## config.mk

```make
export PLATFORM = sky130hd
export DESIGN_NAME = decade_down_timer
export DESIGN_NICKNAME = d
export VERILOG_FILES = /design/src/rtl/decade_pkg.sv /design/src/rtl/bcd_digit_down.sv /design/src/rtl/decade_down_timer.sv
export SDC_FILE = /design/constraint.sdc
export NUM_CORES = 1
export LEC_CHECK = 0
export ABC_AREA = 1
export CAP_MARGIN = 20
export CORE_MARGIN = 5
export CORE_UTILIZATION = 43
export CTS_CLUSTER_DIAMETER = 40
export DETAILED_ROUTE_END_ITERATION = 7
export PLACE_DENSITY_LB_ADDON = 0.2
export SLEW_MARGIN = 20
export SYNTH_ARGS = -nofsm -noshare
export SYNTH_HDL_FRONTEND = slang
export SYNTH_HIERARCHICAL = 1
export SYNTH_SLANG_ARGS = --single-unit
```

## constraint.sdc

```tcl
create_clock -name clock -period 1.8 [get_ports clock]
set_input_delay 0.27 -clock clock [delete_from_list [all_inputs] [get_ports clock]]
set_output_delay 0.27 -clock clock [all_outputs]
set_load 0.01 [all_outputs]
```

## src/rtl/decade_pkg.sv

```systemverilog
// Shared definitions for the cascaded BCD down-timer: decade geometry and
// the controller state encoding.
package decade_pkg;

    // Width of one BCD decade and the largest legal digit value.
    localparam int         BCD_W   = 4;
    localparam logic [3:0] BCD_MAX = 4'd9;

    // Controller states. DONE is a single-cycle terminal-count state.
    typedef enum logic [1:0] {
        IDLE = 2'd0,
        RUN  = 2'd1,
        HOLD = 2'd2,
        DONE = 2'd3
    } state_t;

endpackage : decade_pkg

```

## src/rtl/bcd_digit_down.sv

```systemverilog
// One BCD decade of the down-counter. Purely combinational: given the current
// digit and an incoming borrow, produce the decremented digit and the borrow
// for the next decade. With borrow_in low the digit passes through unchanged,
// which lets the top level reuse this cell to validate loaded digits.
module bcd_digit_down
    import decade_pkg::*;
(
    input  logic [BCD_W-1:0] digit,
    input  logic             borrow_in,
    output logic [BCD_W-1:0] next_digit,
    output logic             borrow_out,
    output logic             is_zero,
    output logic             invalid
);

    assign is_zero    = (digit == '0);
    assign invalid    = (digit > BCD_MAX);

    // A zero digit that is asked to decrement wraps to nine and borrows onward.
    assign borrow_out = borrow_in & is_zero;
    assign next_digit = !borrow_in ? digit
                      : (is_zero ? BCD_MAX : (digit - 4'd1));

endmodule : bcd_digit_down

```

## src/rtl/decade_down_timer.sv

```systemverilog
// Cascaded BCD down-timer with load / start / pause control.
// A chain of bcd_digit_down cells computes either the decremented count or,
// while load is asserted, passes load_val through so its digits can be
// validated by the same cells. A four-state controller decides what the
// registered count does on each edge; busy, done and err are registered.
module decade_down_timer
    import decade_pkg::*;
#(
    parameter int DIGITS = 2
) (
    input  logic                    clock,
    input  logic                    rst_n,
    input  logic                    en,
    input  logic                    load,
    input  logic [BCD_W*DIGITS-1:0] load_val,
    input  logic                    start,
    input  logic                    pause,
    output logic [BCD_W*DIGITS-1:0] count,
    output logic                    busy,
    output logic                    done,
    output logic                    err
);

    localparam int W = BCD_W * DIGITS;

    state_t         r_state;
    logic [W-1:0]   r_count;
    logic           r_busy;
    logic           r_done;
    logic           r_err;

    state_t         w_state_nxt;
    logic [W-1:0]   w_count_nxt;
    logic           w_err_nxt;

    logic [W-1:0]   w_digit_in;
    logic [W-1:0]   w_digit_out;
    logic [DIGITS:0]   w_borrow;
    logic [DIGITS-1:0] w_is_zero;
    logic [DIGITS-1:0] w_invalid;

    logic           w_load_ok;
    logic           w_load_bad;
    logic           w_count_zero;
    logic           w_can_dec;
    logic           w_dec_hits_zero;

    // While load is high the cells see load_val with no borrow injected, so
    // next_digit mirrors load_val and invalid flags any digit above nine.
    // Otherwise they see the count with a borrow into the least digit, which
    // yields count - 1 in BCD.
    assign w_digit_in = load ? load_val : r_count;
    assign w_borrow[0] = ~load;

    generate
        for (genvar g = 0; g < DIGITS; g++) begin : g_digit
            bcd_digit_down u_digit (
                .digit      (w_digit_in[g*BCD_W +: BCD_W]),
                .borrow_in  (w_borrow[g]),
                .next_digit (w_digit_out[g*BCD_W +: BCD_W]),
                .borrow_out (w_borrow[g+1]),
                .is_zero    (w_is_zero[g]),
                .invalid    (w_invalid[g])
            );
        end
    endgenerate

    assign w_load_ok  = load & ~(|w_invalid);
    assign w_load_bad = load &  (|w_invalid);

    // The signals below are only meaningful when load is low, which is the
    // only case in which the controller consults them (load has priority).
    assign w_count_zero    = &w_is_zero;
    // A borrow out of the top decade means the count is zero; refusing that
    // decrement keeps the count from ever wrapping to all nines.
    assign w_can_dec       = ~w_borrow[DIGITS];
    assign w_dec_hits_zero = (w_digit_out == '0);

    // Next-state and next-count decode, priority load > start > pause > decrement.
    always_comb begin
        // NOTE: every output of this block gets a default first, so no path
        // through the case statement can leave a value unassigned and infer a latch.
        w_state_nxt = r_state;
        w_count_nxt = r_count;
        w_err_nxt   = 1'b0;

        unique case (r_state)
            IDLE: begin
                if (load) begin
                    if (w_load_ok) w_count_nxt = w_digit_out;
                    else           w_err_nxt   = 1'b1;
                end else if (start) begin
                    if (w_count_zero) w_err_nxt   = 1'b1;
                    else              w_state_nxt = RUN;
                end
            end

            RUN: begin
                if (load) begin
                    // A valid load aborts the run; no done pulse is produced.
                    if (w_load_ok) begin
                        w_count_nxt = w_digit_out;
                        w_state_nxt = IDLE;
                    end else begin
                        w_err_nxt = 1'b1;
                    end
                end else if (pause) begin
                    w_state_nxt = HOLD;
                end else if (en && w_can_dec) begin
                    // start held high while running is simply not a request here.
                    w_count_nxt = w_digit_out;
                    if (w_dec_hits_zero) w_state_nxt = DONE;
                end
            end

            HOLD: begin
                if (load) begin
                    if (w_load_ok) w_count_nxt = w_digit_out;
                    else           w_err_nxt   = 1'b1;
                end else if (start) begin
                    // A count zeroed by a load while held cannot be resumed.
                    if (w_count_zero) w_err_nxt   = 1'b1;
                    else              w_state_nxt = RUN;
                end
            end

            DONE: begin
                w_state_nxt = IDLE;
            end

            default: begin
                w_state_nxt = IDLE;
            end
        endcase
    end

    // Controller state and count registers.
    always_ff @(posedge clock or negedge rst_n) begin
        // NOTE: non-blocking assignments so every register samples the values
        // from before this edge, independent of statement order.
        if (!rst_n) begin
            r_state <= IDLE;
            r_count <= '0;
        end else begin
            r_state <= w_state_nxt;
            r_count <= w_count_nxt;
        end
    end

    // Registered status outputs, decoded from the state being entered.
    always_ff @(posedge clock or negedge rst_n) begin
        if (!rst_n) begin
            r_busy <= 1'b0;
            r_done <= 1'b0;
            r_err  <= 1'b0;
        end else begin
            r_busy <= (w_state_nxt == RUN) || (w_state_nxt == HOLD);
            r_done <= (w_state_nxt == DONE);
            r_err  <= w_err_nxt;
        end
    end

    assign count = r_count;
    assign busy  = r_busy;
    assign done  = r_done;
    assign err   = r_err;

endmodule : decade_down_timer

```

==> run_results.csv <==
group,metric,value,unit
pwr,power.share.sequential,0.235,
yosys,synthesis.nets,163,
yosys,ys_seq_elements,13,
critical_path,cp_common_cell,"nand2_1",
timing,max_freq,0.4502,GHz
pwr,internal-power,0.001305,W
drt,wl_per_cell,16.25,um
final_layout,final_cells,248,
critical_path,start_kind,"register",
timing,min_period,2.221,ns
final_layout,final_util,0.8431,
yosys,synth.avg_cell_area,6.527,um2
clock_network,cts_made_buffers,3,
yosys,synth_top_area_cell,"dfrtp_1",
drt,drcViolationCount,0,
placed_design,port_buffers,24,
placed_design,dp_hpwl,2330,um
timing,post-route-period-util,1.234,
grt,grt_pass1_wl,5099,um
pwr,switching_power,0.001005,W
run,max_cap_viol_count,0,
pwr,p_comb_frac,0.688,
final_layout,areaGrowthSynthToFinish,89.38,%
timing,skew,0.005265,ns
grt,antenna_found_initial,0,
final_layout,final_common_cell,"nand2_1",
drt,drt_iter0_drc,46,
critical_path,crit_chain,"nand2_4, nand2_4, nor2_4, nand3_2, inv_2, inv_2, nor2_4, nand2_1, nand2_1, nand2_1, nor2_1, nand3_1, o21bai_1, nand2_1, nand2_1, ha_1",
die,placementRows,17,
grt,grt_use_total,0.1931,
die,die_width,57.40,um
drt,dr_total_vias,1281,
grt,grt_max_degree,14,
pwr,power.share.clock,0.077,
timing,worst_slew_pin_slew,0.5965,ns
clock_network,root_buffer,"clkbuf_4",
timing,relSlewSlack,0.6011,
critical_path,arrival,2.38,ns
die,ios,25,
timing,finalMaxSlewViolations,0,
final_layout,nets,236,
clock_network,tritoncts,"done",
outcome,violations,"setup timing",
placed_design,routabilityCongestion,0.8524,
pwr,p_leak,0.9670,nW
grt,globalRouteOverflowTotal,0,
die,die_y,57.40,um
critical_path,crit_fanout,4,
outcome,status,"finished, violations left",
final_layout,layout_common_cells,"nand2_1, buf_4, clkdlybuf4s50_1",
critical_path,crit_required,1.96,ns
critical_path,path_class,"reg -> reg",
timing,setup_viol_count_final,11,
yosys,syn_inst,148,
timing,fin_ws,-0.4212,ns
drt,first_pass_iters,4,
final_layout,diodes,0,
yosys,synthesis.area,965.9,um2
timing,grt_setup_unrepaired,"true",
yosys,synth_top_area_share,0.3368,
yosys,yosysSeqAreaShare,0.3368,
pwr,peakVddDrop,1046,uV
final_layout,drive_gt1_frac,0.4455,
grt,grt_pass1_vias,1188,
yosys,synth_warnings,6,
pwr,pwr_density_cell,1263,nW/um2
critical_path,slowest_delay,0.43,ns
drt,ant_nets,0,
clock_network,cts_sinks,13,
critical_path,cp_num_buf_inv,2,
pwr,p_total,0.002310,W
yosys,ys_types,21,
timing,finalHoldViolCount,0,
clock_network,ctsLongestPathBuffers,2,
die,coreArea,2170,um2
die,start_util,0.4452,
drt,via_per_inst,5.165,
clock_network,clk_latency,0.27,ns
clock_network,holdBufCountCts,0,
clock_network,cts-htree-levels,1,
critical_path,crit_slowest_cell,"dfrtp_1",
placed_design,dp.cells,230,
yosys,synthTopCellsByArea,"dfrtp_1, nand2_1, nand3_1, inv_1, nor2_4",
clock_network,cts.reportedPaths.clkPinSlew,0.08,ns
placed_design,dpl_worst_slack,-0.7385,ns
timing,fin_tns_setup,-2.328,ns
drt,routed_wl,4031,um
critical_path,endpoint_kind,"register",
hold_path,hp-class,"in -> async",
die,die_area,3294,um2
pwr,netSwitchingFraction,0.4352,
critical_path,critPathTopFamily,"simple AND/OR/NAND/NOR gates",
## cells in the mapped netlist, drive strengths merged
library cell and number:
nand2 75, nor2 18, inv 15, nand3 14, dfrtp 13, nor3 3, buf 2, o21bai 2
or2 2, a21oi 1, ha 1, o21ai 1, o31ai 1
## registers in the layout, indices dropped and copies added, names as in the netlist
register,cells
busy,1
err,1
done,1
r_state,2
count,8
## per-stage QoR
stage               hold slack, ns  area (um2)
floorplan                 -0.02559        1010
global placement            0.4921        1518
detailed placement          0.4940        1518
CTS                         0.3730        1623
global route                0.3821        1829
finish                      0.3679        1829
## layer usage
layer	track usage	routed length, um	vias to the layer above
met3	0.01810	184	17
met2	0.3516	2131	54
met4	0.05629	171	0
li1	-	-	603
met1	0.2380	1543	607
met5	0	0	-
## what timing repair did
| action | in CTS | in global routing |
|---|---|---|
| pin swaps | 13 | 24 |
| setup endpoints to repair | 13 | 12 |
| buffers inserted | 6 | 8 |
| resized for setup | 12 | 38 |
| gates cloned | 0 | 1 |
## cells by family (layout without fill, tap and decap cells)
family	count (synthesis)	in the layout	synth area share
DFF	13	13	0.3368
and+or+nand+nor	112	113	0.5414
buffers and inverters	17	88	0.07512
adders and majority gates	1	1	0.01295
AOI/OAI and AO/OA	5	5	0.03367
## layout make-up
cell class | count | area (um2)
clock buffer | 4 | 26.28
timing repair buffer | 69 | 620.6
fill | 121 | 340.3
multi-input combinational | 119 | 763.2
tap | 28 | 35.03
sequential | 13 | 325.3
inverter | 15 | 58.81
## power by group through the flow
stage	Combinational (W)	Sequential (W)	Clock (W)
finish	0.00159	0.000543	0.000177
global route	0.00170	0.000556	0.000205
CTS	0.00131	0.000514	0.000179
detailed placement	0.00122	0.000517	0
global placement	0.00117	0.000516	0
floorplan	0.000498	0.000561	0
## path summary, 6_finish.rpt
check	startpoint	slack [ns]	cells past startpoint	end
max	count[1]	-0.42	16	busy
max in group asynchronous	rst_n	1.04	1	count[3]
min reg2reg	count[6]	0.54	2	count[6]
min in group clock	count[6]	0.54	2	count[6]
max reg2reg	count[1]	-0.42	16	busy
min	rst_n	0.37	1	busy
(Power assumes the default switching activity.)
